File: src/rtl/mem_arbiter.sv
`default_nettype none
// ============================================================================
//  Module      : mem_arbiter
//  Description : Two-requester (fetch / data) arbiter for one shared memory
//                port. Data side wins contention for up to MAX_D_STREAK
//                consecutive grants, after which fetch is served.
//  Revision    : 1.0 - initial release
// ============================================================================
module mem_arbiter #(
    parameter int DATA_WIDTH   = 32,
    parameter int ADDR_WIDTH   = 32,
    parameter int MAX_D_STREAK = 3
) (
    input  logic                  clk_i,
    input  logic                  rst_i,
    input  logic                  if_req_i,
    input  logic [ADDR_WIDTH-1:0] if_addr_i,
    output logic [DATA_WIDTH-1:0] if_rdata_o,
    output logic                  if_ack_o,
    input  logic                  d_req_i,
    input  logic                  d_we_i,
    input  logic [ADDR_WIDTH-1:0] d_addr_i,
    input  logic [DATA_WIDTH-1:0] d_wdata_i,
    output logic [DATA_WIDTH-1:0] d_rdata_o,
    output logic                  d_ack_o,
    output logic                  mem_req_o,
    output logic                  mem_we_o,
    output logic [ADDR_WIDTH-1:0] mem_addr_o,
    output logic [DATA_WIDTH-1:0] mem_wdata_o,
    input  logic [DATA_WIDTH-1:0] mem_rdata_i,
    input  logic                  mem_ready_i,
    output logic                  stall_f_o,
    output logic                  stall_m_o
);

    localparam int STREAK_W = (MAX_D_STREAK < 1) ? 1 : $clog2(MAX_D_STREAK + 1);
    localparam logic [STREAK_W-1:0] STREAK_MAX = STREAK_W'(MAX_D_STREAK);

    typedef enum logic [1:0] {
        IDLE   = 2'd0,
        BUSY_I = 2'd1,
        BUSY_D = 2'd2,
        DONE   = 2'd3
    } state_t;

    state_t                state_q,    state_d;
    logic [STREAK_W-1:0]   streak_q,   streak_d;
    logic [ADDR_WIDTH-1:0] addr_q,     addr_d;
    logic                  we_q,       we_d;
    logic [DATA_WIDTH-1:0] wdata_q,    wdata_d;
    logic                  fetch_q,    fetch_d;    // owner of the current/last transaction
    logic [DATA_WIDTH-1:0] if_rdata_q, if_rdata_d;
    logic [DATA_WIDTH-1:0] d_rdata_q,  d_rdata_d;

    // Next-state logic: arbitration in IDLE, completion in BUSY, single-cycle DONE
    always_comb begin
        state_d    = state_q;
        streak_d   = streak_q;
        addr_d     = addr_q;
        we_d       = we_q;
        wdata_d    = wdata_q;
        fetch_d    = fetch_q;
        if_rdata_d = if_rdata_q;
        d_rdata_d  = d_rdata_q;

        case (state_q)
            IDLE: begin
                // Data wins unless it has already taken MAX_D_STREAK grants in a
                // row against a waiting fetch; the streak only counts contended wins.
                if (d_req_i && (!if_req_i || (streak_q < STREAK_MAX))) begin
                    state_d = BUSY_D;
                    addr_d  = d_addr_i;
                    we_d    = d_we_i;
                    wdata_d = d_wdata_i;
                    fetch_d = 1'b0;
                    if (if_req_i) begin
                        streak_d = streak_q + 1'b1;
                    end
                end else if (if_req_i) begin
                    state_d  = BUSY_I;
                    addr_d   = if_addr_i;
                    we_d     = 1'b0;
                    wdata_d  = '0;
                    fetch_d  = 1'b1;
                    streak_d = '0;
                end
            end
            BUSY_I: begin
                if (mem_ready_i) begin
                    if_rdata_d = mem_rdata_i;
                    state_d    = DONE;
                end
            end
            BUSY_D: begin
                if (mem_ready_i) begin
                    if (!we_q) begin
                        d_rdata_d = mem_rdata_i;
                    end
                    state_d = DONE;
                end
            end
            DONE: begin
                state_d = IDLE;
            end
            default: begin
                state_d = IDLE;
            end
        endcase
    end

    // State and datapath registers with synchronous reset
    always_ff @(posedge clk_i) begin
        if (rst_i) begin
            state_q    <= IDLE;
            streak_q   <= '0;
            addr_q     <= '0;
            we_q       <= 1'b0;
            wdata_q    <= '0;
            fetch_q    <= 1'b0;
            if_rdata_q <= '0;
            d_rdata_q  <= '0;
        end else begin
            state_q    <= state_d;
            streak_q   <= streak_d;
            addr_q     <= addr_d;
            we_q       <= we_d;
            wdata_q    <= wdata_d;
            fetch_q    <= fetch_d;
            if_rdata_q <= if_rdata_d;
            d_rdata_q  <= d_rdata_d;
        end
    end

    assign mem_req_o   = (state_q == BUSY_I) || (state_q == BUSY_D);
    assign mem_addr_o  = addr_q;
    assign mem_we_o    = we_q;
    assign mem_wdata_o = wdata_q;

    // Acks are decoded from DONE so they can never overlap or appear elsewhere
    assign if_ack_o    = (state_q == DONE) && fetch_q;
    assign d_ack_o     = (state_q == DONE) && !fetch_q;
    assign if_rdata_o  = if_rdata_q;
    assign d_rdata_o   = d_rdata_q;

    assign stall_f_o   = if_req_i & ~if_ack_o;
    assign stall_m_o   = d_req_i & ~d_ack_o;

endmodule
`default_nettype wire

File: config.mk
export PLATFORM = sky130hd
export DESIGN_NAME = mem_arbiter
export DESIGN_NICKNAME = d
export VERILOG_FILES = /design/src/rtl/mem_arbiter.sv
export SDC_FILE = /design/constraint.sdc
export NUM_CORES = 1
export LEC_CHECK = 0
export CAP_MARGIN = 10
export CORE_MARGIN = 3
export CORE_UTILIZATION = 42
export CTS_CLUSTER_SIZE = 25
export DETAILED_ROUTE_END_ITERATION = 8
export PLACE_DENSITY = 0.93
export SLEW_MARGIN = 0
export SYNTH_ARGS = -nofsm -noshare
export SYNTH_HDL_FRONTEND = slang
export SYNTH_SLANG_ARGS = --single-unit
File: constraint.sdc
create_clock -name clk_i -period 3.6 [get_ports clk_i]
set_clock_uncertainty 0.1 [all_clocks]
set_input_delay 0.36 -clock clk_i [delete_from_list [all_inputs] [get_ports clk_i]]
set_output_delay 0.36 -clock clk_i [all_outputs]
set_load 0.005 [all_outputs]
==> results of run 1 <==
==> final cells by class <==
type | instances | share of cell area (%)
well taps | 143 | 2.15
clock inverters | 12 | 1.55
flip-flops and latches | 134 | 32.2
repair buffers | 278 | 33.4
clock buffers | 20 | 5.48
multi-input cells | 362 | 25.2
inverters | 2 | 0.0901
==> flip-flops by register name, summed over array words and instances, names as in the netlist <==
name,count
mem_we_o,1
state_q,2
streak_q,2
d_rdata_o,32
if_rdata_o,32
mem_wdata_o,32
fetch_q,1
mem_addr_o,32
==> worst max-delay path: stages (launching register included) <==
cell,delay [ps]
dfxtp_1,340
ha_1,240
and2_1,190
nor2b_1,130
clkdlybuf4s50_1,530
==> how the worst min path moves through the flow <==
stage	slack [ps]	to	startpoint	cells after the start
floorplan	340	streak_q[1]	streak_q[1]	2
global placement	340	if_rdata_o[6]	if_rdata_o[6]	2
detailed placement	350	d_rdata_o[30]	d_rdata_o[30]	2
CTS	210	mem_wdata_o[19]	rst_i	2
global route	230	mem_wdata_o[20]	rst_i	2
finish	230	mem_wdata_o[4]	rst_i	2
==> cells in the mapped netlist, types with 2 or more instances <==
master    count  area (sq um)
nor2_1       36           135
buf_6         4          45.0
nor3b_1      32           240
a32oi_1      33           289
a21oi_1      67           335
and3b_1       2          17.5
nor2b_1       5          31.3
and2_1        3          18.8
ha_1          6          75.1
clkbuf_1     23          86.3
dfxtp_1     134          2680
nand2_1     132           495
buf_2        15          75.1
inv_1         2          7.51
mux2i_1       2          20.0
a221o_1      32           320
buf_1         8          30.0
==> logic make-up after synthesis <==
| family | count (synthesis) | share of synthesized area [%] |
|---|---|---|
| simple gates | 216 | 19.7 |
| compound gates | 138 | 20.0 |
| flops | 134 | 53.6 |
| buf+inv | 52 | 4.87 |
| fa+ha+maj | 6 | 1.50 |
| mux | 2 | 0.400 |
==> through the flow <==
step,power [mW],setup slack [ps]
floorplan,2.65,1960
global placement,3.41,1080
detailed placement,3.48,957
CTS,5.19,1280
global route,5.45,1220
finish,5.20,1290
==> power breakdown <==
part | total [mW] | switching, mW | leakage (nW) | internal, mW
sequential | 1.88 | 0.142 | 1.09 | 1.74
clock | 1.69 | 0.635 | 0.270 | 1.05
combinational | 1.64 | 0.771 | 1.61 | 0.865
==> metal layers <==
layer	global-route usage, %	vias to the layer above	wire length [um]
met3	8.89	55	1420
met4	14.0	0	661
met2	44.3	279	9010
li1	-	2424	-
met1	27.0	2473	6320
met5	0	-	0
==> metrics.md, run 1 <==
| Metric | Value |
|---|---|
| Status | complete, no violations |
| Routed WL | 17400 um |
| Register area | 2680 sq um |
| Post-synth top flop | dfxtp_1 |
| Post-CTS Setup Inserts | 0 |
| Fin. max-slew vios | 0 |
| Most common cell after layout, fill and taps aside | clkdlybuf4s50_1 |
| Reg2reg path depth | 5 |
| Dpl cell area | 7700 sq um |
| Period minus WS final | 2310 ps |
| CP startpoint | state_q[0] |
| Core area | 11500 sq um |
| Max Freq | 0.434 GHz |
| Total of max-cap violations | 0 |
| VDD IR-drop max | 457 uV |
| Remaining Overflow, GRT | 0 |
| Diodes inserted | 0 |
| Initial core utilization | 43.5% |
| Asr flop ratio synth | 0% |
| Measured slew at the worst slew-check pin | 1150 ps |
| Critical Path End Type | output pin |
| R2R Setup Slk | 1500 ps |
| Clock transition at path regs | 60 ps |
| Critical path class | reg2out |
| CTS tree | done |
| Worst setup SP type | register |
| WL/cell | 18.3 um |
| Largest net degree at the start of global routing | 58 |
| Reg-to-reg endpoint | if_rdata_o[6] |
| Final Wtd Congestion | 0.819 |
| Slew margin rel. | 23.2% |
| Sequential area share after synthesis | 53.6% |
| Most frequent cells in the layout | clkdlybuf4s50_1, dfxtp_1, nand2_1 |
| Post-layout util | 72.3% |
| Fin crit share | 64.1% |
| Placed cell count | 917 |
| WP data arrival | 1850 ps |
| CTS sink cnt | 134 |
| Syn Area/Cell | 9.13 sq um |
| CP Capture Point | stall_f_o |
| Synthesized cell area | 5000 sq um |
| 1st-pass router iterations | 5 |
| Post-Layout Cell Count | 951 |
| Static Leak | 2.97 nW |
| CTS Buffer Depth | 2 |
| Area of the multi-input gates | 2100 sq um |
| Gr usage total | 25.5% |
| RR Startpoint | state_q[1] |
| Vias in the first global route | 5308 |
| Initial DRC count | 456 |
| Distinct cell type count after synthesis | 29 |
| Yosys warns | 0 |
| Initial antenna violation count | 0 |
| Clock latency on the worst-skew pair | 410 ps |
| Pwr Density | 624 nW/um^2 |
| Synth Net Count | 688 |
| Final instance area | 8330 sq um |
| Nets@finish | 935 |
| Min-delay worst type | in2reg |
| DRC violations left | 0 |
| Vias | 5231 |
| Num CTS Buffers | 17 |
| # IOs | 268 |
| Layout cells sized above 1 | 5.94% |
| Final setup vio count | 0 |
| Cts hold-fix bufs | 0 |
| Detailed Place HPWL | 11900 um |
| Vias per cell | 5.50 |
| Detail Route Antenna Nets | 0 |
| Die Wd | 115 um |
| Total die area | 13300 sq um |
| Number of enable flip-flop cells after synthesis | 0 |
| Root Buffer | clkbuf_16 |
| First-pass GRT wire length | 26500 um |
| Gates resized, CTS repair | 0 |
| Mapped Cells | 548 |
| Final Hold Vio Count | 0 |
| Area delta synth->final | 66.5% |
| RSZ-0062 raised after global routing | false |
| Setup TNS | 0 ps |
| Hold_ws | 229 ps |
| Worst Path Required | 3140 ps |
| Fillers | 788 |
| Row Count | 39 |
| IO buf count | 267 |
| H-tree Lvls | 4 |
| Die Y | 115 um |
| Critical path peak fanout | 4 |
| FF+latch count, synth | 134 |
No activity file was read; power rests on OpenSTA's default activity.
==> run 2: changes to the inputs <==
--- a/config.mk
+++ b/config.mk
@@ -7,10 +7,10 @@
 export LEC_CHECK = 0
 export CAP_MARGIN = 10
 export CORE_MARGIN = 3
-export CORE_UTILIZATION = 42
+export CORE_UTILIZATION = 35
 export CTS_CLUSTER_SIZE = 25
 export DETAILED_ROUTE_END_ITERATION = 8
-export PLACE_DENSITY = 0.93
+export PLACE_DENSITY = 0.84
 export SLEW_MARGIN = 0
 export SYNTH_ARGS = -nofsm -noshare
 export SYNTH_HDL_FRONTEND = slang
==> constraint.sdc (replaced) <==
create_clock -name clk_i -period 1.9 [get_ports clk_i]
set_clock_uncertainty 0.1 [all_clocks]
set_input_delay 0.19 -clock clk_i [delete_from_list [all_inputs] [get_ports clk_i]]
set_output_delay 0.19 -clock clk_i [all_outputs]
set_load 0.005 [all_outputs]
==> metrics.md, run 2 (synthesis results as in run 1) <==
| Metric | Value |
|---|---|
| Setup TNS | 0 ps |
| Fillers | 1167 |
| DRC violations left | 0 |
| Slowest CP cell | dfxtp_4 |
| CP Capture Point | mem_req_o |
| Area delta synth->final | 69.7% |
| Root Buffer | clkbuf_16 |
| Max Freq | 0.586 GHz |
| 1st-pass router iterations | 5 |
| Nets@finish | 942 |
| Reg-to-reg endpoint | mem_addr_o[8] |
| Critical-path cell list | inv_1 -> ha_4 -> dlygate4sd2_1 |
| Most frequent cells in the layout | clkdlybuf4s50_1, nand2_1, dfxtp_1 |
| Vias in the first global route | 5104 |
| Vias per cell | 5.10 |
| Num CTS Buffers | 17 |
| WP data arrival | 1420 ps |
| H-tree Lvls | 4 |
| Remaining Overflow, GRT | 0 |
| Most common cell after layout, fill and taps aside | clkdlybuf4s50_1 |
| Fin. max-slew vios | 0 |
| Gr usage total | 20.6% |
| Min-delay worst type | in2reg |
| Row Count | 43 |
| VDD IR-drop max | 802 uV |
| Final setup vio count | 0 |
| Slew margin rel. | 75.5% |
| Initial DRC count | 349 |
| Total die area | 15800 sq um |
| IO buf count | 267 |
| Total of max-cap violations | 0 |
| CTS Buffer Depth | 2 |
| Period minus WS final | 1710 ps |
| Critical Path End Type | output pin |
| First-pass GRT wire length | 26400 um |
| Power Total | 9.81 mW |
| Critical path peak fanout | 4 |
| Detail Route Antenna Nets | 0 |
| Detailed Place HPWL | 11200 um |
| Worst Path Required | 1610 ps |
| CTS sink cnt | 134 |
| Vias | 5068 |
| Clock latency on the worst-skew pair | 410 ps |
| Die Y | 126 um |
| RSZ-0062 raised after global routing | false |
| Die Wd | 126 um |
| Worst setup SP type | register |
| Final Hold Vio Count | 0 |
| CP startpoint | state_q[0] |
| WL/cell | 16.6 um |
| Static Leak | 3.04 nW |
| Hold path start | mem_rdata_i[18] |
| Delay of the slowest cell on the worst path | 370 ps |
| Reg2reg path depth | 6 |
| Initial antenna violation count | 0 |
| Measured slew at the worst slew-check pin | 367 ps |
| Core area | 13900 sq um |
| Pwr Density | 1160 nW/um^2 |
| Status | complete, no violations |
| Critical path class | reg2out |
| Layout cells sized above 1 | 7.13% |
| CTS tree | done |
| Clock transition at path regs | 50 ps |
| Fin crit share | 89.8% |
| Final Wtd Congestion | 0.819 |
| Initial core utilization | 35.9% |
| # IOs | 268 |
| Diodes inserted | 0 |
| RR Startpoint | state_q[0] |
| R2R Setup Slk | 210 ps |
| Routed WL | 16500 um |
| Largest net degree at the start of global routing | 65 |
## run 2: cell count changes in the layout (fill, tap and decap cells not counted), sizes merged, moves of 2 or more
| cell | change |
|---|---|
| clkinvlp | -3 |
| clkdlybuf4s50 | -5 |
| clkbuf | +2 |
| dlygate4sd2 | +5 |
| buf | +6 |
## run 2: stage by stage
stage	worst slack, ps	cells	utilization, %	instance area [sq um]	hold WS (ps)
after floorplan	263	548	-	5000	226
after global placement	76.6	962	56.7	7900	341
after detailed placement	53.2	962	56.7	7900	345
after CTS	158	994	60.9	8490	238
after global routing	109	994	60.9	8490	249
final	194	994	60.9	8490	257
## run 2: per-layer routing
layer  track usage [%]  up-vias  part of all wire [%]
li1                  -     2442                     -
met1              23.9     2420                    41
met2              34.7      174                    49
met3              6.58       32                   6.6
met4              9.63        0                   2.8
met5                 0        -                     0
## run 2: where the power goes
group	switching, mW	total, mW	internal (mW)
Combinational	1.45	3.19	1.74
Clock	1.18	3.06	1.88
Sequential	0.259	3.56	3.30
## run 2: final cells by class
class                           count  area (sq um)  share of cell area [%]
Multi-Input combinational cell    362          2120                    24.9
Sequential cell                   134          2690                    31.7
Tap cell                          180           225                    2.65
Clock buffer                       22           474                    5.58
Clock inverter                      9          77.6                   0.914
Timing Repair Buffer              285          2900                    34.2
Inverter                            2          7.51                  0.0884
## run 2: how the worst min path moves through the flow
stage                                end  depth (start not counted)
after global placement      d_rdata_o[8]                          2
after global routing       d_rdata_o[18]                          3
after CTS                 if_rdata_o[29]                          3
after detailed placement   d_rdata_o[14]                          2
after floorplan             d_rdata_o[0]                          2
final                      d_rdata_o[18]                          3
## run 2: what timing repair did
item | CTS | global route
setup buffers | 0 | 0
endpoints found under the setup margin | 5 | 0
hold buffers | 1 | 0
endpoints found under the hold margin | 3 | 0
resized for setup | 14 | 0
## run 2: worst max-delay path, delay by kind of cell, from the launching register on
family | cells | cell delay (ps)
fa+ha+maj | 1 | 290
flops | 1 | 370
buf+inv | 2 | 360
